**src/rtl/num_pager.sv**
```systemverilog
// Two-digit hex pager for a 32-bit word: debounced buttons pick the byte,
// an optional auto-scroll timer steps through the four bytes.
module num_pager #(
  parameter int DEBOUNCE_CYCLES = 1000000,
  parameter int SCROLL_CYCLES   = 50000000
) (
  input  logic        clk,
  input  logic        reset,
  input  logic [31:0] num_data,
  input  logic        btn_next,
  input  logic        btn_mode,
  output logic [7:0]  dpy0,
  output logic [7:0]  dpy1,
  output logic [1:0]  page,
  output logic        auto_mode
);

  localparam int DW = (DEBOUNCE_CYCLES > 1) ? $clog2(DEBOUNCE_CYCLES) : 1;
  localparam int SW = $clog2(SCROLL_CYCLES);
  localparam logic [DW-1:0] DEB_LAST    = DW'(DEBOUNCE_CYCLES - 1);
  localparam logic [SW-1:0] SCROLL_LAST = SW'(SCROLL_CYCLES - 1);

  // Index 0 is btn_next, index 1 is btn_mode.
  logic [1:0]    raw;
  logic [1:0]    sync_a;
  logic [1:0]    sync_b;
  logic [1:0]    stable;
  logic [1:0]    press;
  logic [DW-1:0] deb_cnt [2];

  logic          next_press;
  logic          mode_press;
  logic          expire;
  logic [SW-1:0] timer;

  logic [7:0]    sel_byte;
  logic [7:0]    hi_seg;
  logic [7:0]    lo_seg;

  function automatic logic [7:0] font(input logic [3:0] n);
    case (n)
      4'h0: font = 8'hFC;
      4'h1: font = 8'h60;
      4'h2: font = 8'hDA;
      4'h3: font = 8'hF2;
      4'h4: font = 8'h66;
      4'h5: font = 8'hB6;
      4'h6: font = 8'hBE;
      4'h7: font = 8'hE0;
      4'h8: font = 8'hFE;
      4'h9: font = 8'hF6;
      4'hA: font = 8'hEE;
      4'hB: font = 8'h3E;
      4'hC: font = 8'h9C;
      4'hD: font = 8'h7A;
      4'hE: font = 8'h9E;
      default: font = 8'h8E;
    endcase
  endfunction

  assign raw = {btn_mode, btn_next};

  // The press pulse is raised on the same edge the stable value rises.
  always_ff @(posedge clk) begin
    if (reset) begin
      sync_a <= '0;
      sync_b <= '0;
      stable <= '0;
      press  <= '0;
      for (int i = 0; i < 2; i++) deb_cnt[i] <= '0;
    end else begin
      sync_a <= raw;
      sync_b <= sync_a;
      press  <= '0;
      for (int i = 0; i < 2; i++) begin
        if (sync_b[i] == stable[i]) begin
          deb_cnt[i] <= '0;
        end else if (deb_cnt[i] == DEB_LAST) begin
          stable[i]  <= ~stable[i];
          press[i]   <= ~stable[i];
          deb_cnt[i] <= '0;
        end else begin
          deb_cnt[i] <= deb_cnt[i] + DW'(1);
        end
      end
    end
  end

  assign next_press = press[0];
  assign mode_press = press[1];
  assign expire     = auto_mode && (timer == SCROLL_LAST);

  // A mode press suppresses a coinciding expiry; a next press merges with it.
  always_ff @(posedge clk) begin
    if (reset) begin
      page      <= '0;
      auto_mode <= 1'b0;
      timer     <= '0;
    end else begin
      if (next_press || (expire && !mode_press)) page <= page + 2'd1;
      if (mode_press) auto_mode <= ~auto_mode;
      if (!auto_mode || next_press || mode_press || expire) timer <= '0;
      else timer <= timer + SW'(1);
    end
  end

  assign sel_byte = num_data[{page, 3'b000} +: 8];
  assign hi_seg   = font(sel_byte[7:4]);
  assign lo_seg   = font(sel_byte[3:0]);

  // Font entries carry dp=0, so OR-ing in the page bit sets the decimal point.
  always_ff @(posedge clk) begin
    if (reset) begin
      dpy0 <= '0;
      dpy1 <= '0;
    end else begin
      dpy1 <= hi_seg | {7'd0, page[1]};
      dpy0 <= lo_seg | {7'd0, page[0]};
    end
  end

endmodule
```
**config.mk**
```make
export PLATFORM = sky130hd
export DESIGN_NAME = num_pager
export DESIGN_NICKNAME = d
export VERILOG_FILES = /design/src/rtl/num_pager.sv
export SDC_FILE = /design/constraint.sdc
export NUM_CORES = 1
export LEC_CHECK = 0
export ABC_AREA = 1
export ABC_CLOCK_PERIOD_IN_PS = 1800
export CAP_MARGIN = 20
export CELL_PAD_IN_SITES_DETAIL_PLACEMENT = 1
export CELL_PAD_IN_SITES_GLOBAL_PLACEMENT = 1
export CORE_ASPECT_RATIO = 2
export CORE_MARGIN = 4
export CORE_UTILIZATION = 38
export DETAILED_ROUTE_END_ITERATION = 8
export PLACE_DENSITY_LB_ADDON = 0.1
export SYNTH_ARGS = -nofsm -noshare
export SYNTH_HDL_FRONTEND = slang
export SYNTH_SLANG_ARGS = --single-unit
```
**constraint.sdc**
```tcl
create_clock -name clk -period 1.8 [get_ports clk]
set_input_delay 0.36 -clock clk [delete_from_list [all_inputs] [get_ports clk]]
set_output_delay 0.36 -clock clk [all_outputs]
set_load 0.02 [all_outputs]
```
# Word-level counts from Yosys, hierarchy flattened
# Memory sizes are Yosys's and may differ from the RTL's.
# Cells that the tools add are included.
dict set report word_totals {
  regBits 53
  n_memories 3
  output_inout_bits 19
  word_cells 82
  mem_bits_rw 40
  romBits 224
  inputBits 36
}
# name words word_bits rd rd_clocked_by_memory_dff wr line_no
set memory_table {}
lappend memory_table {{(no name shown)} 16 7 1 0 0 41} ;# case (n)
lappend memory_table {{(no name shown)} 16 7 1 0 0 41}
lappend memory_table {deb_cnt 2 20 2 0 2 29} ;# logic [DW-1:0] deb_cnt [2];
dict set report classes {
  eq_ne 5
  reduce_logical 13
  n_shift 1
  mux 30
  bitwise 15
  addsub 4
}
# op n
set op_table {}
lappend op_table {{20-bit two-way mux} 6}
lappend op_table {{20-bit by 1-bit adder with 20-bit output, second input constant} 2}
lappend op_table {{20-bit == test, second input constant} 2}
lappend op_table {{32-bit by 6-bit variable part select with 8-bit output} 1}
lappend op_table {{26-bit by 1-bit adder with 26-bit output, second input constant} 1}
lappend op_table {{26-bit == test, second input constant} 1}
lappend op_table {{1-bit two-way mux} 24}
lappend op_table {{8-bit by 1-bit OR with 8-bit output} 2}
lappend op_table {{1-bit inverter} 7}
lappend op_table {{1-bit OR} 6}
lappend op_table {{3-bit OR reduction} 2}
lappend op_table {{1-bit logical OR} 4}
lappend op_table {{2-bit AND reduction} 2}
lappend op_table {{2-bit by 1-bit adder with 2-bit output, second input constant} 1}
lappend op_table {{1-bit == test} 2}
lappend op_table {{1-bit logical AND} 2}
lappend op_table {{1-bit logical NOT} 2}
lappend op_table {{2-bit OR reduction} 1}

# Depth between registers and ports, before layout
# An unclocked memory read counts as a cell.
dict set report logic_depth {
  ltp_word 8
  mapped_depth 12
  ltp_nobuf 11
}

# Worst setup path after synthesis
# OpenSTA, ideal clock, no wires.
dict set report synth_path {
  path_type {reg2reg}
  from {reg page[0]}
  to {reg dpy0[4]}
  setup_slack_ps -197
  required_ps 1687
  t_arrival_ps 1884
  period_less_slack_ps 1997
  path_stages_with_launch 11
  setup_ps 113
  path_buffers 2
  path_cell_list {dfxtp_1 buf_4 buf_4 nand2_1 a32oi_1 inv_1 ha_1 nand2_1 nand2_1 nor2_1 nor2_1}
}
dict set report synth_via {
  elab_chain_len 3
}
# element line_no
set synth_rtl {}
lappend synth_rtl {{start: declaration} 14} ;# output logic [1:0] page,
lappend synth_rtl {{start signal: assignment} 100} ;# if (next_press || (expire && !mode_press)) page <= page + 2'd1;
lappend synth_rtl {{32-bit by 6-bit variable part select with 8-bit output} 107} ;# assign sel_byte = num_data[{page, 3'b000} +: 8];
lappend synth_rtl {{memory read 16 x 7 bit} -}
lappend synth_rtl {{8-bit by 1-bit OR with 8-bit output} 118} ;# dpy0 <= lo_seg | {7'd0, page[0]};
lappend synth_rtl {{end signal: assignment} 118}
lappend synth_rtl {{end: declaration} 12} ;# output logic [7:0] dpy0,
# No other way between the ends.
# A chain may end at the register's enable or synchronous reset.

# Worst setup path in the final report
dict set report layout_path {
  from {reg auto_mode}
  to {out auto_mode}
}
# element line_no
set layout_rtl {}
lappend layout_rtl {{start: declaration} 15} ;# output logic auto_mode
lappend layout_rtl {{start signal: assignment} 101} ;# if (mode_press) auto_mode <= ~auto_mode;
# No word-level cell between the ends.

==> flow_summary.ini <==
[status]
status = finished, final reports clean

[place]
dp_hpwl_microns = 11830
placed_cell_area_sq_um = 6494
place.gp.congestion = 0.8410
place_ws_ps = -233.9
io_buffers = 54

[yosys]
netlist_instances = 702
synth_top_family_by_area = simple AND/OR/NAND/NOR gates
yosys.cell_count.top_type = nand2_1
synthMuxAreaShare_pct = 0
ys_seq_area_share_pct = 42.13
synth_flop_cell = dfxtp_1
synth_cell_type_count = 39
async_flop_share_pct = 0
synth_area_leaders = edfxtp_1 (22%), dfxtp_1 (20%), nand2_1 (11%)
synth_compound_area_share_pct = 6.316
synth_top_cell_area_share_pct = 22.37
synth_common_cells = nand2_1 (164), nor2_1 (113), inv_1 (74)
yosysTopAreaCell = edfxtp_1
synth-xor-area-share_pct = 5.220
synth_seq_cells = 93
synth_adder_area_share_pct = 3.962
yosysWarnings = 0
syn_area_per_cell_sq_um = 7.648
yosys.area_share.simple_pct = 35.05
synth_edf_count = 40
synthesis.area_sq_um = 5369

[critical_path]
ff2ff_path_depth = 7
path_depth = 1
cp_slowest_cell = clkdlybuf4s50_1
crit_arrival_ps = 1330
ff2ff_setup_slack_ps = 110
r2r_start = deb_cnt[0][1]$_SDFFCE_PN0P_
critical_path_class = register to output port
cpPeakStageDelay_ps = 630
startpoint_type = register
cp_max_fo = 3
path_cells = clkdlybuf4s50_1
endpoint_kind = output port
worstReg2RegEnd = deb_cnt[0][17]$_SDFFCE_PN0P_
critPathTopFamily = buffers and inverters
crit_buf_inv = 1
required_ps = 1440

[layout]
areaGrowthSynthToFinish_pct = 28.25
fin_nets = 890
post-route-cell-area_sq_um = 6885
multi_input_area_sq_um = 2925
fillCellCount = 1792
drive_above_1_share_pct = 12.11
regArea_sq_um = 2266
diodes = 0

[cts]
cts.clk_slew.worst_paths_ps = 60
cts_root_buf = clkbuf_16
cts_max_level = 3
cts_tree = yes
cts_buffers = 9
cts_sinks = 93
clock_path_buffers = 2
clock_latency_ps = 340
holdBufCountCts = 0

[timing]
setup_ws_ps = 105.9
post-route-min-period_ps = 1694
max_freq_mhz = 590.3
setup_viol = 0
rsz0062_at_grt = yes
hold_violations = 0
slew_violations = 0
period_share_pct = 94.12
fin_skew_ps = 14.15

[die]
rows = 61
die_y_microns = 176.1
die_w_microns = 92.05
dieArea_sq_um = 16210
core_sq_um = 13890
start_util_pct = 38.65
io_pins = 55

[power_and_ir_drop]
powerDensity_nw_per_um2 = 670.5
ir_drop_uv = 461.8
leakage_nw = 2.744

[drt]
ant_nets = 0
routed_via_density = 4.868
vias = 5019
dr.pass1.iters = 4
drc = 0
drt_iter0_markers = 94
routedWlPerCell_microns = 14.18
wirelength_microns = 14620

[worst_hold_path]
hold_class = register to register
worstHoldEndpoint = sync_b[0]$_SDFF_PP0_
whs_path_depth = 2
hold_path.startpoint = sync_a[0]$_SDFF_PP0_

[global_routing]
grt_pass1_wl_microns = 24650
grt_pass1_vias = 5475
grt_max_degree = 20
grt_overflow = 0
antenna_found_initial = 0
grt_use_total_pct = 18.78

[flow_run]
max_cap_viol_count = 0
cell usage in the layout (no fill, tap or decap), drive strengths merged:
cell type / synthesis / layout
and2: 1 / 1
buf: 8 / 41
nor3: 28 / 28
nor3b: 1 / 1
a21oi: 43 / 43
inv: 79 / 79
clkdlybuf4s50: 0 / 52
dlygate4sd2: 0 / 2
nand3: 46 / 46
edfxtp: 40 / 40
o21ai: 19 / 19
ha: 17 / 17
conb: 1 / 40
clkinv: 0 / 4
nor4: 2 / 2
a32oi: 2 / 2
dfxtp: 53 / 53
nand2: 169 / 169
or2: 3 / 3
clkbuf: 2 / 11
nor2: 127 / 127
nand4: 18 / 18
bufinv: 0 / 1
xnor2: 8 / 8
xor2: 24 / 24
nand3b: 10 / 10
o21a: 1 / 1
sequential cells by signal, indices dropped and copies added (netlist names), 8 cells and up:
signal and cells:
deb_cnt 40, timer 26, dpy0 8, dpy1 8
worst max-delay path by stage:
stage | slack [ps] | start | endpoint
6_report | 110 | auto_mode$_SDFFE_PP0P_ | auto_mode
5_1_grt | -4 | page[1]$_SDFFE_PP0P_ | dpy1[6]$_SDFF_PP0_
4_1_cts | 20 | page[1]$_SDFFE_PP0P_ | dpy1[1]$_SDFF_PP0_
3_5_place_dp | -230 | num_data[12] | dpy1[1]$_SDFF_PP0_
3_3_place_gp | -140 | num_data[12] | dpy1[4]$_SDFF_PP0_
2_1_floorplan | 7 | page[1]$_SDFFE_PP0P_ | dpy0[4]$_SDFF_PP0_
kinds of logic after synthesis:
family / count (synthesis)
compound gates: 65
xor+xnor: 32
fa+ha+maj: 17
buf+inv: 89
flops: 93
other cells: 1
simple gates: 405
area by class of cell:
cell class | instances | area share (%)
Inverter | 79 | 4.343
Timing Repair Buffer | 95 | 12.70
Sequential cell | 93 | 32.91
Multi-Input combinational cell | 559 | 42.49
Clock inverter | 5 | 0.7450
Tap cell | 189 | 3.434
Clock buffer | 11 | 3.380
stage by stage:
step           setup TNS [ps]  util (%)  total power, W  std cells  hold slack [ps]
2_1_floorplan               0         -        0.002570        741            388.3
3_3_place_gp            -1242     46.75        0.002778       1009            392.5
3_5_place_dp            -2864     46.75        0.002792       1009            399.5
4_1_cts                     0     48.83        0.004668       1026            407.7
5_1_grt                -7.286     49.57        0.004832       1031            433.6
6_report                    0     49.57        0.004616       1031            399.7
report_power, final:
part / total [W] / leakage (nW) / internal (W) / switching (W)
clock network: 0.00186 / 0.139 / 0.00107 / 0.000787
logic: 0.000449 / 1.76 / 0.000210 / 0.000238
registers: 0.00231 / 0.846 / 0.00226 / 0.0000469
total: 0.00462 / 2.74 / 0.00354 / 0.00107
layer usage:
metal	global-route usage [%]	routed length, microns	share of wire, %	vias to the layer above
met5	0	0	0	-
met4	7.754	413	2.8	0
met3	2.900	325	2.2	34
met2	38.31	8645	59	83
met1	17.94	5231	36	2399
li1	-	-	-	2503
timing repair:
item,CTS,global route
resized for setup,2,16
endpoints found under the setup margin,3,31
setup buffers,1,5
pin swaps,0,4
(Power assumes the default switching activity.)
